File: src/rtl/npu_pkg.sv
// Shared types and defaults for the systolic MAC array feeder.
// Holds the feeder FSM encoding, tile-select encodings and default dimensions.
package npu_pkg;

  localparam int N_DEF      = 4;
  localparam int DW_DEF     = 8;
  localparam int STREAM_LEN = 3 * N_DEF - 2;

  typedef enum logic [1:0] {
    IDLE   = 2'd0,
    CLEAR  = 2'd1,
    STREAM = 2'd2,
    DONE   = 2'd3
  } feeder_state_t;

  localparam logic SEL_A = 1'b0;
  localparam logic SEL_B = 1'b1;

endpackage

File: src/rtl/systolic_feeder_bank.sv
// operand_bank: N x N tile storage, one write port and N combinational read ports.
// Cleared to zero by the asynchronous reset.
module operand_bank
  import npu_pkg::*;
#(
  parameter int N  = N_DEF,
  parameter int DW = DW_DEF,
  localparam int AW = $clog2(N)
) (
  input  logic                  clk,
  input  logic                  rst_n,
  input  logic                  i_we,
  input  logic [AW-1:0]         i_wr_row,
  input  logic [AW-1:0]         i_wr_col,
  input  logic [DW-1:0]         i_wr_data,
  input  logic [N-1:0][AW-1:0]  i_rd_row,
  input  logic [N-1:0][AW-1:0]  i_rd_col,
  output logic [N-1:0][DW-1:0]  o_rd_data
);

  logic [DW-1:0] r_mem [N][N];

  // Tile storage with single write port.
  always_ff @(posedge clk or negedge rst_n) begin
    if (!rst_n) begin
      for (int r = 0; r < N; r++) begin
        for (int c = 0; c < N; c++) begin
          r_mem[r][c] <= '0;
        end
      end
    end else if (i_we) begin
      r_mem[i_wr_row][i_wr_col] <= i_wr_data;
    end
  end

  // Independent combinational read ports.
  always_comb begin
    for (int p = 0; p < N; p++) begin
      o_rd_data[p] = r_mem[i_rd_row[p]][i_rd_col[p]];
    end
  end

endmodule

File: src/rtl/systolic_feeder.sv
// Skewed, zero-padded operand feeder for an N x N systolic MAC array.
// Define SYSTOLIC_FEEDER_DBUF_EN for double-buffered tiles (writes to shadow bank, swap on start).
module systolic_feeder
  import npu_pkg::*;
#(
  parameter int N  = N_DEF,
  parameter int DW = DW_DEF
) (
  input  logic                 clk,
  input  logic                 rst_n,
  input  logic                 wr_en,
  input  logic                 wr_sel,
  input  logic [$clog2(N)-1:0] wr_row,
  input  logic [$clog2(N)-1:0] wr_col,
  input  logic [DW-1:0]        wr_data,
  input  logic                 start,
  output logic                 busy,
  output logic                 done,
  output logic                 array_clr,
  output logic [N-1:0][DW-1:0] west,
  output logic [N-1:0][DW-1:0] north
);

  localparam int AW  = $clog2(N);
  localparam int LEN = 3 * N - 2;
  localparam int TW  = $clog2(LEN);

  feeder_state_t r_state, w_next_state;
  logic [TW-1:0] r_t, w_next_t;
  logic          w_start_acc;

  logic [N-1:0][AW-1:0] w_a_row, w_a_col, w_b_row, w_b_col;
  logic [N-1:0][DW-1:0] w_a_data, w_b_data;
  logic [N-1:0][DW-1:0] w_west_nxt, w_north_nxt;
  logic [N-1:0]         w_a_ok, w_b_ok;

  logic                 r_busy, r_done, r_clr;
  logic [N-1:0][DW-1:0] r_west, r_north;

  assign w_start_acc = (r_state == IDLE) && start;

`ifdef SYSTOLIC_FEEDER_DBUF_EN
  logic                 r_active;
  logic [N-1:0][DW-1:0] w_a0_data, w_a1_data, w_b0_data, w_b1_data;
  logic                 w_we_a0, w_we_a1, w_we_b0, w_we_b1;

  // Active-bank pointer; flips on every accepted start.
  always_ff @(posedge clk or negedge rst_n) begin
    if (!rst_n) begin
      r_active <= 1'b0;
    end else if (w_start_acc) begin
      r_active <= ~r_active;
    end
  end

  // Writes land in the shadow bank, which is the one not currently active.
  assign w_we_a0  = wr_en && (wr_sel == SEL_A) &&  r_active;
  assign w_we_a1  = wr_en && (wr_sel == SEL_A) && !r_active;
  assign w_we_b0  = wr_en && (wr_sel == SEL_B) &&  r_active;
  assign w_we_b1  = wr_en && (wr_sel == SEL_B) && !r_active;
  assign w_a_data = r_active ? w_a1_data : w_a0_data;
  assign w_b_data = r_active ? w_b1_data : w_b0_data;

  operand_bank #(.N(N), .DW(DW)) u_bank_a0 (
    .clk(clk), .rst_n(rst_n), .i_we(w_we_a0), .i_wr_row(wr_row), .i_wr_col(wr_col),
    .i_wr_data(wr_data), .i_rd_row(w_a_row), .i_rd_col(w_a_col), .o_rd_data(w_a0_data));
  operand_bank #(.N(N), .DW(DW)) u_bank_a1 (
    .clk(clk), .rst_n(rst_n), .i_we(w_we_a1), .i_wr_row(wr_row), .i_wr_col(wr_col),
    .i_wr_data(wr_data), .i_rd_row(w_a_row), .i_rd_col(w_a_col), .o_rd_data(w_a1_data));
  operand_bank #(.N(N), .DW(DW)) u_bank_b0 (
    .clk(clk), .rst_n(rst_n), .i_we(w_we_b0), .i_wr_row(wr_row), .i_wr_col(wr_col),
    .i_wr_data(wr_data), .i_rd_row(w_b_row), .i_rd_col(w_b_col), .o_rd_data(w_b0_data));
  operand_bank #(.N(N), .DW(DW)) u_bank_b1 (
    .clk(clk), .rst_n(rst_n), .i_we(w_we_b1), .i_wr_row(wr_row), .i_wr_col(wr_col),
    .i_wr_data(wr_data), .i_rd_row(w_b_row), .i_rd_col(w_b_col), .o_rd_data(w_b1_data));
`else
  logic w_we_a, w_we_b;

  assign w_we_a = wr_en && (wr_sel == SEL_A) && (r_state == IDLE);
  assign w_we_b = wr_en && (wr_sel == SEL_B) && (r_state == IDLE);

  operand_bank #(.N(N), .DW(DW)) u_bank_a (
    .clk(clk), .rst_n(rst_n), .i_we(w_we_a), .i_wr_row(wr_row), .i_wr_col(wr_col),
    .i_wr_data(wr_data), .i_rd_row(w_a_row), .i_rd_col(w_a_col), .o_rd_data(w_a_data));
  operand_bank #(.N(N), .DW(DW)) u_bank_b (
    .clk(clk), .rst_n(rst_n), .i_we(w_we_b), .i_wr_row(wr_row), .i_wr_col(wr_col),
    .i_wr_data(wr_data), .i_rd_row(w_b_row), .i_rd_col(w_b_col), .o_rd_data(w_b_data));
`endif

  // FSM state and stream index registers.
  always_ff @(posedge clk or negedge rst_n) begin
    if (!rst_n) begin
      r_state <= IDLE;
      r_t     <= '0;
    end else begin
      r_state <= w_next_state;
      r_t     <= w_next_t;
    end
  end

  // Next-state and next stream index.
  always_comb begin
    w_next_state = r_state;
    w_next_t     = '0;
    case (r_state)
      IDLE: begin
        if (start) w_next_state = CLEAR;
        else       w_next_state = IDLE;
      end
      CLEAR: w_next_state = STREAM;
      STREAM: begin
        if (r_t == TW'(LEN - 1)) begin
          w_next_state = DONE;
        end else begin
          w_next_state = STREAM;
          w_next_t     = r_t + TW'(1);
        end
      end
      DONE:    w_next_state = IDLE;
      default: w_next_state = IDLE;
    endcase
  end

  // Read addresses for the next cycle's stream index; outputs are registered from these.
  always_comb begin
    for (int p = 0; p < N; p++) begin
      w_a_row[p] = AW'(p);
      w_a_col[p] = AW'(int'(w_next_t) - p);
      w_b_row[p] = AW'(int'(w_next_t) - p);
      w_b_col[p] = AW'(p);
      w_a_ok[p]  = (w_next_state == STREAM) && (int'(w_next_t) >= p) && ((int'(w_next_t) - p) < N);
      w_b_ok[p]  = w_a_ok[p];
    end
  end

  // Zero-pad lanes outside their diagonal window.
  always_comb begin
    for (int p = 0; p < N; p++) begin
      w_west_nxt[p]  = w_a_ok[p] ? w_a_data[p] : '0;
      w_north_nxt[p] = w_b_ok[p] ? w_b_data[p] : '0;
    end
  end

  // Registered outputs derived from the upcoming state.
  always_ff @(posedge clk or negedge rst_n) begin
    if (!rst_n) begin
      r_busy  <= 1'b0;
      r_done  <= 1'b0;
      r_clr   <= 1'b0;
      r_west  <= '0;
      r_north <= '0;
    end else begin
      r_busy  <= (w_next_state != IDLE);
      r_done  <= (w_next_state == DONE);
      r_clr   <= (w_next_state == CLEAR);
      r_west  <= w_west_nxt;
      r_north <= w_north_nxt;
    end
  end

  assign busy      = r_busy;
  assign done      = r_done;
  assign array_clr = r_clr;
  assign west      = r_west;
  assign north     = r_north;

endmodule
File: config.mk
export PLATFORM = sky130hd
export DESIGN_NAME = systolic_feeder
export DESIGN_NICKNAME = d
export VERILOG_FILES = /design/src/rtl/npu_pkg.sv /design/src/rtl/systolic_feeder_bank.sv /design/src/rtl/systolic_feeder.sv
export SDC_FILE = /design/constraint.sdc
export NUM_CORES = 1
export LEC_CHECK = 0
export CORE_ASPECT_RATIO = 0.9
export CORE_MARGIN = 4
export CORE_UTILIZATION = 40
export CTS_BUF_LIST = sky130_fd_sc_hd__clkbuf_4
export DETAILED_ROUTE_END_ITERATION = 16
export PLACE_DENSITY = 0.59
export SYNTH_ARGS = -nofsm -noshare
export SYNTH_HDL_FRONTEND = slang
export SYNTH_SLANG_ARGS = --single-unit
File: constraint.sdc
create_clock -name clk -period 2.7 [get_ports clk]
set_input_delay 0.405 -clock clk [delete_from_list [all_inputs] [get_ports clk]]
set_output_delay 0.405 -clock clk [all_outputs]
set_load 0.005 [all_outputs]
# Yosys cells after proc, flatten, opt, wreduce, memory -nomap -nowiden
# Cells that the tools add are included.
[word_totals] mem_bits_ro=0 in_bits=17 mem_bits_rw=0 word_cells=136 latch_bits=0 reg_bits=329 memories=0
[op_classes] bitwise=7 n_div=0 add_sub_neg=4 shifts=0 mul=0 n_mux=43 n_eq_ne=7 reduce_logical=15 order_cmp=15
[ops] op="binary-select mux 32 bit (select 2 bit)" n=4
[ops] op="bitwise mux 128 bit" n=2
[ops] op="two-way mux 8 bit" n=19
[ops] op="two-way mux 32 bit" n=3
[ops] op="binary-select mux 8 bit (select 2 bit)" n=4
[ops] op="demux 32 bit (select 2 bit)" n=1
[ops] op="two-way mux 24 bit" n=2
[ops] op="two-way mux 16 bit" n=2
[ops] op=">= comparator 3 bit, second input constant" n=6
[ops] op="inverter 2 -> 3 bit" n=6
[ops] op="demux 8 bit (select 2 bit)" n=1
[ops] op="less-than comparator 5 x 4 -> 1 bit, second input constant" n=3
[ops] op="logical AND 1 bit" n=13
[ops] op="subtractor 4 x 2 -> 5 bit, second input constant" n=2
[ops] op="equality test 2 bit, second input constant" n=4
[ops] op=">= comparator 4 x 2 -> 1 bit, second input constant" n=2
[ops] op="two-way mux 4 bit" n=2
[ops] op="one-hot mux 2 bit (4 select lines)" n=1
[ops] op="less-than comparator 3 x 1 -> 1 bit, second input constant" n=2
[ops] op="subtractor 4 x 1 -> 5 bit, second input constant" n=1
[ops] op="adder 4 x 1 -> 4 bit, second input constant" n=1
[ops] op="equality test 2 x 1 -> 1 bit, second input constant" n=2
[ops] op="equality test 4 bit, second input constant" n=1
[ops] op=">= comparator 4 x 1 -> 1 bit, second input constant" n=1
[ops] op="5 further kinds" n=6

# Logic depth before layout (Yosys ltp)
# Gate-level depths: netlist of the first run.
[depth] word_depth=9 depth_mapped=14

# By module
# From an unflattened synthesis of the first run, not the netlist that was laid out.
[unflattened] cells_unflattened=1381 area_unflattened_um2=20241.9
[by_module_without_submodules] mod="operand_bank" area_each_um2=8635.8 cells_per_inst=574 seq_area_each_um2=3203.1 instances=2
[by_module_without_submodules] mod="systolic_feeder" area_each_um2=2970.3 cells_per_inst=233 seq_area_each_um2=1826.8 instances=1

# Worst setup path after synthesis of the first run
# Ideal clock, no wire load.
[synth_path] path_type="reg-to-reg" start="reg r_t[0]" end="reg r_north, in the netlist north[24]" stages_incl_launch_ff=13 slack_ns=-0.234 arrival_time_ns=2.813 required_time_ns=2.579 synth_period_minus_slack_ns=2.934 setup_time_ns=0.121 n_path_buf=4 cell_sequence="dfrtp_1 ha_1 clkbuf_1 nor3_1 buf_2 buf_2 ha_1 inv_1 o41ai_1 o211ai_1 o31ai_2 buf_2 nor2_1"
[synth_lines] element="start: declaration" line="systolic_feeder.sv:29" text="logic [TW-1:0] r_t, w_next_t;"
[synth_lines] element="start signal: assignment" line="systolic_feeder.sv:97" text="r_t <= w_next_t;"
[synth_lines] element="end signal: assignment" line="systolic_feeder.sv:157" text="r_north <= w_north_nxt;"
[synth_lines] element="end: declaration" line="systolic_feeder.sv:38" text="logic [N-1:0][DW-1:0] r_west, r_north;"

==> metrics.txt, run 1 <==
run status completed; Via density roughly 5.2; EDFF count, synth 0; core area 34400 um^2; r2r startpoint r_t[0]; fin crit share a little over nine tenths; Critical path origin r_t[0]; switching share of power between 30 and 40%; maxcap violations 0; Root Driver clkbuf_4; port bufs 83; top layer in use met4; reg2reg end north[10]; area leader, netlist dfrtp_1; die area about 38000 um^2; Leakage between 0.008 and 0.009 uW; nets@finish roughly 1200; Gate Count Post-Synth 957; final period demand of the worst path ~2.6 ns; top cell type's share of synthesized area just under 60%; sequential share of the synthesized area 58.5%; Layout area overhead 21.1%; vias approximately 8600; crit path capture type flip-flop; CTS sink cnt roughly 330; Worst-Margin Slew about 0.63 ns; Worst setup SP type flip-flop; Total GRT Usage between 10% and 20%; Slew HR between 50% and 60%; setup TNS 0 ns; DRC Markers 0; Fillers 3016; Avg Cell Area, Syn between 10 and 15 um^2; fmax 0.385 GHz; async set-or-reset flop fraction in the synthesized netlist between 90% and 100%; placer congestion estimate around 0.85; WL final approximately 33000 um; Worst Setup Path Type reg2reg; Metal-1 WL roughly 16000 um; P_int between 10000 and 15000 uW; Detailed Place HPWL 19700 um; GRT overflow 0; TritonCTS Buffers 85; synth top area cells dfrtp_1 58%, mux2_2 21%, mux4_1 3.4%; WL met2 15600 um; Die H approximately 190 um; Psw 5390 uW; Setup-failing EPs final 0; Synth Net Count around 990; Reg2Reg Depth 8; vias in the first global route 9266; layout cells sized above 1 between 40 and 50%; iteration count of the initial detailed-routing pass 4; first-pass GRT wire length roughly 53000 um; final count of hold timing violations 0; DRT iter0 DRCs 400; chip width around 200 um; WHS between 0.3 and 0.4 ns; max-slew violations 0; largest net degree at the start of global routing just over 80; Yosys Warn Count 0; Routed met3 length 1410 um; library cells used by synthesis 46; Worst-Skew Late Latency 0.71 ns; reg-to-reg setup timing slack 0.10 ns; post-synthesis register bit count 329; worst hold-check path type in2async; CP Max Fanout 16; I/O pins 84; Critical Path End north[10]; H-Tree Depth 3; Critical Path RT roughly 3.3 ns; starting density of the core between 40 and 50%; top_reg_cell synth dfrtp_1; worst-case clock buffer depth 3; initial antenna violation count 1; post-route ant nets 0; CTS tree built; post-DR wirelength/cell 20.0 um; Logic pwr share 35.3%; Pwr per Cell Area just under 1000 nW/um^2; Post-Route Skew approximately 0.037 ns; Worst Path Arrival about 3.2 ns; Clock Power Share between 20% and 30%; clock transition at the registers of the reported paths around 0.070 ns; Peak supply drop roughly 0.54 mV; share of power burned in registers 40.5%; number of cell rows between 60 and 70; Post-Syn Area ~14000 um^2
==> worst max-delay path, cell delays in order, from the launching register on <==
cell	delay, ns
dfrtp_2	0.45
ha_1	0.24
and3b_2	0.29
or3_4	0.40
inv_1	0.10
ha_1	0.31
buf_12	0.20
mux4_2	0.28
nor4b_2	0.17
==> power by group through the flow <==
stage               Sequential, uW  Clock [uW]  Combinational, uW
floorplan                     6660           0               3710
global placement              6780           0               5600
detailed placement            6810           0               5670
CTS                           6720        4200               5690
global route                  6870        4470               6400
finish                        6730        4030               5870
==> cells in the mapped netlist (15+ instances only) <==
library cell  count
a211oi_1         20
clkbuf_1         47
dfrtp_1         329
mux2_2          257
mux2i_1          33
mux4_1           18
nand2_1          43
nor2_1           40
nor3_1           18
nor4b_1          15
o221ai_1         17
o22ai_1          16
==> metrics by stage <==
stage / worst slack, ns / power [uW] / instances / cell area, um^2 / util [%]
2_1_floorplan: -0.0102 / 10400 / 957 / 14100 / -
3_3_place_gp: 0.141 / 12400 / 1514 / 15900 / 46.3
3_5_place_dp: 0.0777 / 12500 / 1514 / 15900 / 46.3
4_1_cts: 0.0436 / 16600 / 1657 / 16900 / 49.2
5_1_grt: -0.0321 / 17700 / 1661 / 17100 / 49.6
6_report: 0.104 / 16600 / 1661 / 17100 / 49.6
==> cells by family (layout without fill, tap and decap cells) <==
logic type	after synthesis	after routing	synth area share [%]
and+or+nand+nor	153	153	5.80
other	0	1	0
DFF	329	329	58.5
muxes	322	322	28.5
adders and majority gates	12	12	1.07
AOI/OAI and AO/OA	65	65	3.70
buffers and inverters	76	317	2.48
==> cell type report <==
| class | count | area (um^2) | share of cell area, % |
|---|---|---|---|
| flip-flops and latches | 329 | 8230 | 48.3 |
| diodes | 1 | 2.50 | 0.0147 |
| clock inverters | 16 | 61.3 | 0.360 |
| repair buffers | 162 | 1590 | 9.30 |
| well taps | 462 | 578 | 3.39 |
| clock buffers | 126 | 946 | 5.55 |
| multi-input cells | 552 | 5590 | 32.8 |
| inverters | 13 | 51.3 | 0.301 |
==> state kept, by name, indices dropped and copies added, names as in the netlist <==
signal and flops:
west 32, r_state 2, u_bank_a.r_mem 128, u_bank_b.r_mem 128, r_t 4, array_clr 1, north 32, done 1
busy 1
==> layer usage <==
| layer | vias to the layer above | track usage [%] |
|---|---|---|
| met1 | 4489 | 25.1 |
| li1 | 3933 | - |
| met3 | 55 | 4.01 |
| met5 | - | 0 |
| met4 | 0 | 5.69 |
| met2 | 164 | 27.8 |
==> worst min path at each step <==
stage,endpoint,slack [ns],cells after the start
after floorplan,array_clr,0.11,0
after global placement,west[6],0.45,1
after detailed placement,west[1],0.45,1
after CTS,u_bank_b.r_mem[91],0.27,2
after global routing,u_bank_a.r_mem[110],0.33,2
final,west[6],0.32,2
==> placed cells by master, fill, tap and decap left out, types with 18 or more instances in the layout <==
cell / instances
mux2_2: 257
clkbuf_4: 126
buf_4: 65
nor2_1: 40
dfrtp_1: 328
nand2_1: 41
clkdlybuf4s50_1: 82
mux2i_1: 33
a211oi_1: 18
mux4_1: 18
==> timing repair <==
action,in CTS,in global routing
gates resized for setup,0,18
hold endpoints to repair,73,0
endpoints found under the setup margin,0,40
hold buffers,1,0
buffers inserted,0,1
Note: power is estimated with default switching activity, not from simulation.
==> inputs of run 2 (changes only) <==
--- a/config.mk
+++ b/config.mk
@@ -5,12 +5,15 @@
 export SDC_FILE = /design/constraint.sdc
 export NUM_CORES = 1
 export LEC_CHECK = 0
+export CELL_PAD_IN_SITES_DETAIL_PLACEMENT = 1
+export CELL_PAD_IN_SITES_GLOBAL_PLACEMENT = 1
 export CORE_ASPECT_RATIO = 0.9
 export CORE_MARGIN = 4
 export CORE_UTILIZATION = 40
 export CTS_BUF_LIST = sky130_fd_sc_hd__clkbuf_4
 export DETAILED_ROUTE_END_ITERATION = 16
-export PLACE_DENSITY = 0.59
+export PLACE_DENSITY = 0.67
+export SLEW_MARGIN = 20
 export SYNTH_ARGS = -nofsm -noshare
 export SYNTH_HDL_FRONTEND = slang
 export SYNTH_SLANG_ARGS = --single-unit
==> run 2 against run 1 <==
Compared with the run above:
- setup slack better by 0.016 ns
- flip-flop and latch count unchanged
- via count up 1.3%
- global-route usage up 0.54 points
- non-clock buffer count down 3
- fmax up 0.63%
- register-to-register slack better by 0.02 ns
- final cell count up 0.36%
- clock power up 6.0%
- clock skew up 0.012 ns
- wire length up 3.6%
==> metrics.txt, run 2 (synthesis results as in run 1) <==
CP Max Fanout 16; worst-case clock buffer depth 3; chip width roughly 200 um; Worst Setup Path Type reg2reg; Layout area overhead 21.4%; maxcap violations 0; Slew HR between 60% and 70%; Total GRT Usage between 10% and 20%; Finished Layout Cells between 1500 and 2000; iteration count of the initial detailed-routing pass 4; Worst Path Arrival about 3.1 ns; placed instance area 15900 um^2; number of cell rows 64; crit path capture type flip-flop; clock transition at the registers of the reported paths around 0.060 ns; starting density of the core around 41%; port bufs 83; Placed Cells between 1500 and 2000; max-slew violations 0; reg-to-reg setup timing slack 0.12 ns; Via density approximately 5.3; worst hold-check path type in2async; largest net degree at the start of global routing 71; Root Driver clkbuf_4; RSZ-0062 raised after global routing yes; GRT overflow 0; Leakage about 0.008 uW; CTS sink cnt around 330; initial antenna violation count 4; most common cell after layout, fill and taps aside dfrtp_1; DRC Markers 0; vias in the first global route 9805; H-Tree Depth 3; reg2reg end west[15]; vias just under 9000; Post-Route Skew between 0.04 and 0.05 ns; Worst-Margin Slew ~0.56 ns; die area roughly 38000 um^2; WL final around 34000 um; post-DR wirelength/cell 20.6 um; Detailed Place HPWL 21000 um; run status completed; placer congestion estimate 0.773; layout cells sized above 1 42.7%; Regs by FF count u_bank_a.r_mem x128, u_bank_b.r_mem x128; first-pass GRT wire length around 55000 um; fmax 0.388 GHz; Setup-failing EPs final 0; r2r startpoint r_t[1]; final period demand of the worst path 2.58 ns; Reg2Reg Depth 12; fin crit share between 90% and 100%; Peak supply drop roughly 0.66 mV; Critical path origin r_t[1]; CTS tree built; Die H roughly 190 um; Pwr per Cell Area approximately 990 nW/um^2; post-route ant nets 0; TritonCTS Buffers slightly below 90; final count of hold timing violations 0; Non-Filler Cell Area, Final between 15000 and 20000 um^2; nets@finish 1171; core area about 34000 um^2; DRT iter0 DRCs 309; Worst setup SP type flip-flop; Critical Path RT approximately 3.3 ns; most frequent cells in the layout 329 x dfrtp_1, 257 x mux2_2, 124 x clkbuf_4; Worst-Skew Late Latency approximately 0.73 ns; Critical Path End west[15]; I/O pins 84
==> run 2: repair_timing <==
action / in CTS / in global routing
hold buffers: 1 / 0
buffers inserted: 0 / 1
pin swaps: 0 / 0
resized for setup: 3 / 19
endpoints found under the setup margin: 13 / 45
hold endpoints to repair: 62 / 0
gates cloned: 0 / 0
==> run 2: how the worst min path moves through the flow <==
stage | from | end
CTS | rst_n | r_t[1]
floorplan | rst_n | array_clr
global route | rst_n | r_t[1]
finish | rst_n | r_t[2]
detailed placement | rst_n | u_bank_a.r_mem[90]
global placement | rst_n | u_bank_a.r_mem[82]
==> run 2: worst max-delay path, cell delays in order, from the launching register on <==
cell,delay (ns)
dfrtp_1,0.38
inv_1,0.06
ha_1,0.20
and3b_1,0.25
nor3_4,0.19
inv_2,0.11
ha_1,0.19
nand2_1,0.12
o31ai_4,0.08
or4_1,0.43
o211ai_2,0.11
buf_12,0.21
nor4b_2,0.07
==> run 2: area by class of cell <==
type                       instances  area [um^2]
clock buffer                     124          931
sequential                       329         8230
multi-input combinational        552         5630
antenna                            3         7.51
fill                            3387        17300
tap                              462          578
clock inverter                    25          156
timing repair buffer             159         1520
inverter                          13         48.8
==> run 2: through the flow <==
step	hold slack (ns)	setup slack (ns)	power, uW	setup TNS (ns)	util [%]
floorplan	0.109	-0.0102	10400	-0.0957	-
global placement	0.416	0.161	12400	0	46.2
detailed placement	0.418	-0.0559	12500	-0.0729	46.2
CTS	0.184	0.0524	17000	0	49.4
global route	0.243	-0.0501	18000	-0.202	49.8
finish	0.266	0.120	16900	0	49.8
==> run 2: routing by layer <==
metal / vias up / global-route usage [%] / wire, um
met5: - / 0 / 0
met1: 4611 / 24.5 / 15600
met3: 62 / 3.52 / 1110
li1: 3929 / - / -
met2: 152 / 30.2 / 16900
met4: 0 / 6.71 / 732
==> run 2: power by group <==
group	leakage (uW)	internal, uW	switching, uW
Sequential	0.00443	6160	581
Clock	0.000642	2290	1980
Combinational	0.00298	2890	2990
==> inputs of run 3 (changes only) <==
--- a/config.mk
+++ b/config.mk
@@ -5,6 +5,7 @@
 export SDC_FILE = /design/constraint.sdc
 export NUM_CORES = 1
 export LEC_CHECK = 0
+export ABC_AREA = 1
 export CELL_PAD_IN_SITES_DETAIL_PLACEMENT = 1
 export CELL_PAD_IN_SITES_GLOBAL_PLACEMENT = 1
 export CORE_ASPECT_RATIO = 0.9
@@ -12,7 +13,7 @@
 export CORE_UTILIZATION = 40
 export CTS_BUF_LIST = sky130_fd_sc_hd__clkbuf_4
 export DETAILED_ROUTE_END_ITERATION = 16
-export PLACE_DENSITY = 0.67
+export PLACE_DENSITY = 0.72
 export SLEW_MARGIN = 20
 export SYNTH_ARGS = -nofsm -noshare
 export SYNTH_HDL_FRONTEND = slang
==> run 3 against run 2 <==
Compared with the run above:
- final cell count grew 33%
- wire length increased by 13%
- critical path depth shrank 1
- combinational power is 6.6% higher
- worst hold slack worse by 0.0084 ns
==> metrics.txt, run 3 <==
run status completed; chip width ~210 um; fin crit share about nine tenths; post-DR wirelength/cell ~17 um; switching share of power 37.8%; Detailed Place HPWL 23500 um; Max stage delay on crit path ~0.38 ns; top_reg_cell synth dfrtp_1; Worst-Margin Slew roughly 0.87 ns; Clock Power Share 25.9%; Regs by FF count u_bank_a.r_mem x128, u_bank_b.r_mem x128; Root Driver clkbuf_4; maxcap violations 0; EDFF count, synth 0; crit path capture type flip-flop; die area 38900 um^2; P_int between 10000 and 15000 uW; Gate Count Post-Synth approximately 1600; initial antenna violation count 1; worst hold-check path type in2async; Worst-Skew Late Latency roughly 0.73 ns; area leader, netlist dfrtp_1; Worst Setup Path Type reg2reg; CP Max Fanout 20; Psw about 6600 uW; number of cell rows 65; first-pass GRT wire length about 64000 um; final count of hold timing violations 0; CTS sink cnt about 330; Total GRT Usage 20.0%; Worst Path Arrival about 3.1 ns; worst-case clock buffer depth 3; Yosys Warn Count 0; GRT met1 Usage around 27%; most used cell, CP inv_1; layout cells sized above 1 15.3%; most used routing layer met2; post-route ant nets 0; final period demand of the worst path approximately 2.5 ns; Pwr per Cell Area roughly 1000 nW/um^2; Synth Net Count around 1600; I/O pins 84; sequential share of the synthesized area between 50% and 60%; Leakage 0.00784 uW; Setup-failing EPs final 0; vias between 10000 and 15000; CP cell instances inv_1, ha_1, nand3_4, inv_1, ha_1, inv_2, buf_4, o21ai_0, o21ai_0, inv_1, nor2_2; nets@finish 1712; Peak supply drop 0.500 mV; WL final between 30000 and 40000 um; top cell type's share of synthesized area between 50% and 60%; Post-Route Skew roughly 0.045 ns; synth top area cells dfrtp_1 58%, o21ai_0 11%, nand2_1 8.1%; starting density of the core between 40% and 50%; max-slew violations 0; Max stage delay cell, worst path dfrtp_1; GRT overflow 0; DRC Markers 0; Layout Utilization between 40% and 50%; Layout area overhead 16.5%; RSZ-0062 raised after global routing no; DRT iter0 DRCs roughly 560; vias in the first global route about 12000; Top Family by Delay on Critical Path buffers and inverters; Post-Syn Area roughly 14000 um^2; Worst setup SP type flip-flop; Logic pwr share a little over a third; placer congestion estimate 0.819; met2 Use GR 32.8%; largest net degree at the start of global routing just under 100; most frequent cells in the layout 329 x dfrtp_1, 310 x nand2_1, 303 x o21ai_0; TritonCTS Buffers 90; Slew HR 42.0%; setup TNS 0 ns; list of most frequent post-synthesis cells 329 x dfrtp_1, 310 x nand2_1, 303 x o21ai_0; share of power burned in registers a little under two fifths; port bufs 83; WP depth 11; H-Tree Depth 3; async set-or-reset flop fraction in the synthesized netlist 100%; post-synthesis register bit count about 330; Die H between 150 and 200 um; Reg2Reg Depth 11; clock transition at the registers of the reported paths 0.07 ns; library cells used by synthesis 35; iteration count of the initial detailed-routing pass 5; CTS tree built; Critical Path RT about 3.3 ns; core area 35200 um^2; fmax 0.403 GHz; Avg Cell Area, Syn roughly 9 um^2; most common cell after layout, fill and taps aside dfrtp_1; Via density between 5 and 6; Buf+Inv Stages, Crit Path 5; most common cell in the netlist dfrtp_1; grt met3 use 3.35%; Post-CTS Setup Bufs 0
## run 3: changes by cell type after synthesis, sizes merged, moves of 47 or more
cell	before	now
buf	16	63
o21ai	1	402
mux2	257	0
nor2	40	170
nand2	43	324
inv	13	130
## run 3: what timing repair did
action	CTS	global route
gates resized for setup	0	2
setup endpoints to repair	0	32
hold buffers	1	0
hold endpoints to repair	58	0
## run 3: cells by family (layout without fill, tap and decap cells)
family / after synthesis / count (layout) / share of synthesized area, %
flops: 329 / 329 / 57.5
fa+ha+maj: 12 / 12 / 1.05
simple gates: 517 / 517 / 15.8
buf+inv: 231 / 403 / 7.38
compound gates: 485 / 485 / 18.3
other cells: 0 / 1 / 0
## run 3: final timing paths
| check | start | end | slack [ns] |
|---|---|---|---|
| min in group clk | wr_data[6] | u_bank_a.r_mem[126] | 0.37 |
| max in group asynchronous | rst_n | u_bank_b.r_mem[104] | 1.63 |
| setup / recovery | r_state[0] | north[25] | 0.22 |
| setup reg to reg | r_state[0] | north[25] | 0.22 |
| hold / removal | rst_n | u_bank_a.r_mem[35] | 0.26 |
| hold reg to reg | u_bank_b.r_mem[113] | u_bank_b.r_mem[113] | 0.48 |
## run 3: metal layers
metal  vias to the layer above  share of wire (%)
li1                       5402                  -
met5                         -                  0
met2                       177                 47
met3                        62                3.1
met4                         0                2.0
met1                      5658                 48
## run 3: final cells by class
| cell class | instances | area [um^2] |
|---|---|---|
| Tap cell | 469 | 587 |
| Clock inverter | 19 | 129 |
| Clock buffer | 136 | 1020 |
| Timing Repair Buffer | 118 | 1180 |
| Antenna cell | 1 | 2.50 |
| Sequential cell | 329 | 8230 |
| Inverter | 130 | 490 |
| Fill cell | 4131 | 18500 |
| Multi-Input combinational cell | 1014 | 5040 |
## run 3: per-stage QoR
step / total power (uW) / cell area [um^2] / std cells / setup WS [ns] / hold WS (ns)
floorplan: 10700 / 14300 / 1574 / 0.228 / 0.109
global placement: 12800 / 15500 / 2059 / 0.212 / 0.415
detailed placement: 12900 / 15500 / 2059 / 0.0907 / 0.419
CTS: 17600 / 16700 / 2215 / 0.0695 / 0.201
global route: 18800 / 16700 / 2216 / 0.0156 / 0.245
finish: 17400 / 16700 / 2216 / 0.220 / 0.258
## run 3: power by group through the flow
stage               registers (uW)  clock network (uW)  logic (uW)
detailed placement            6660                   0        6290
floorplan                     6560                   0        4120
global placement              6620                   0        6130
finish                        6590                4500        6270
global route                  6710                4980        7110
CTS                           6590                4680        6340
## run 3: worst register-to-register path: stages (launching register included)
cell     delay (ns)
dfrtp_1        0.38
inv_1          0.11
ha_1           0.37
nand3_4        0.18
inv_1          0.12
ha_1           0.25
inv_2          0.18
buf_4          0.29
o21ai_0        0.14
o21ai_0        0.20
inv_1          0.08
nor2_2         0.11
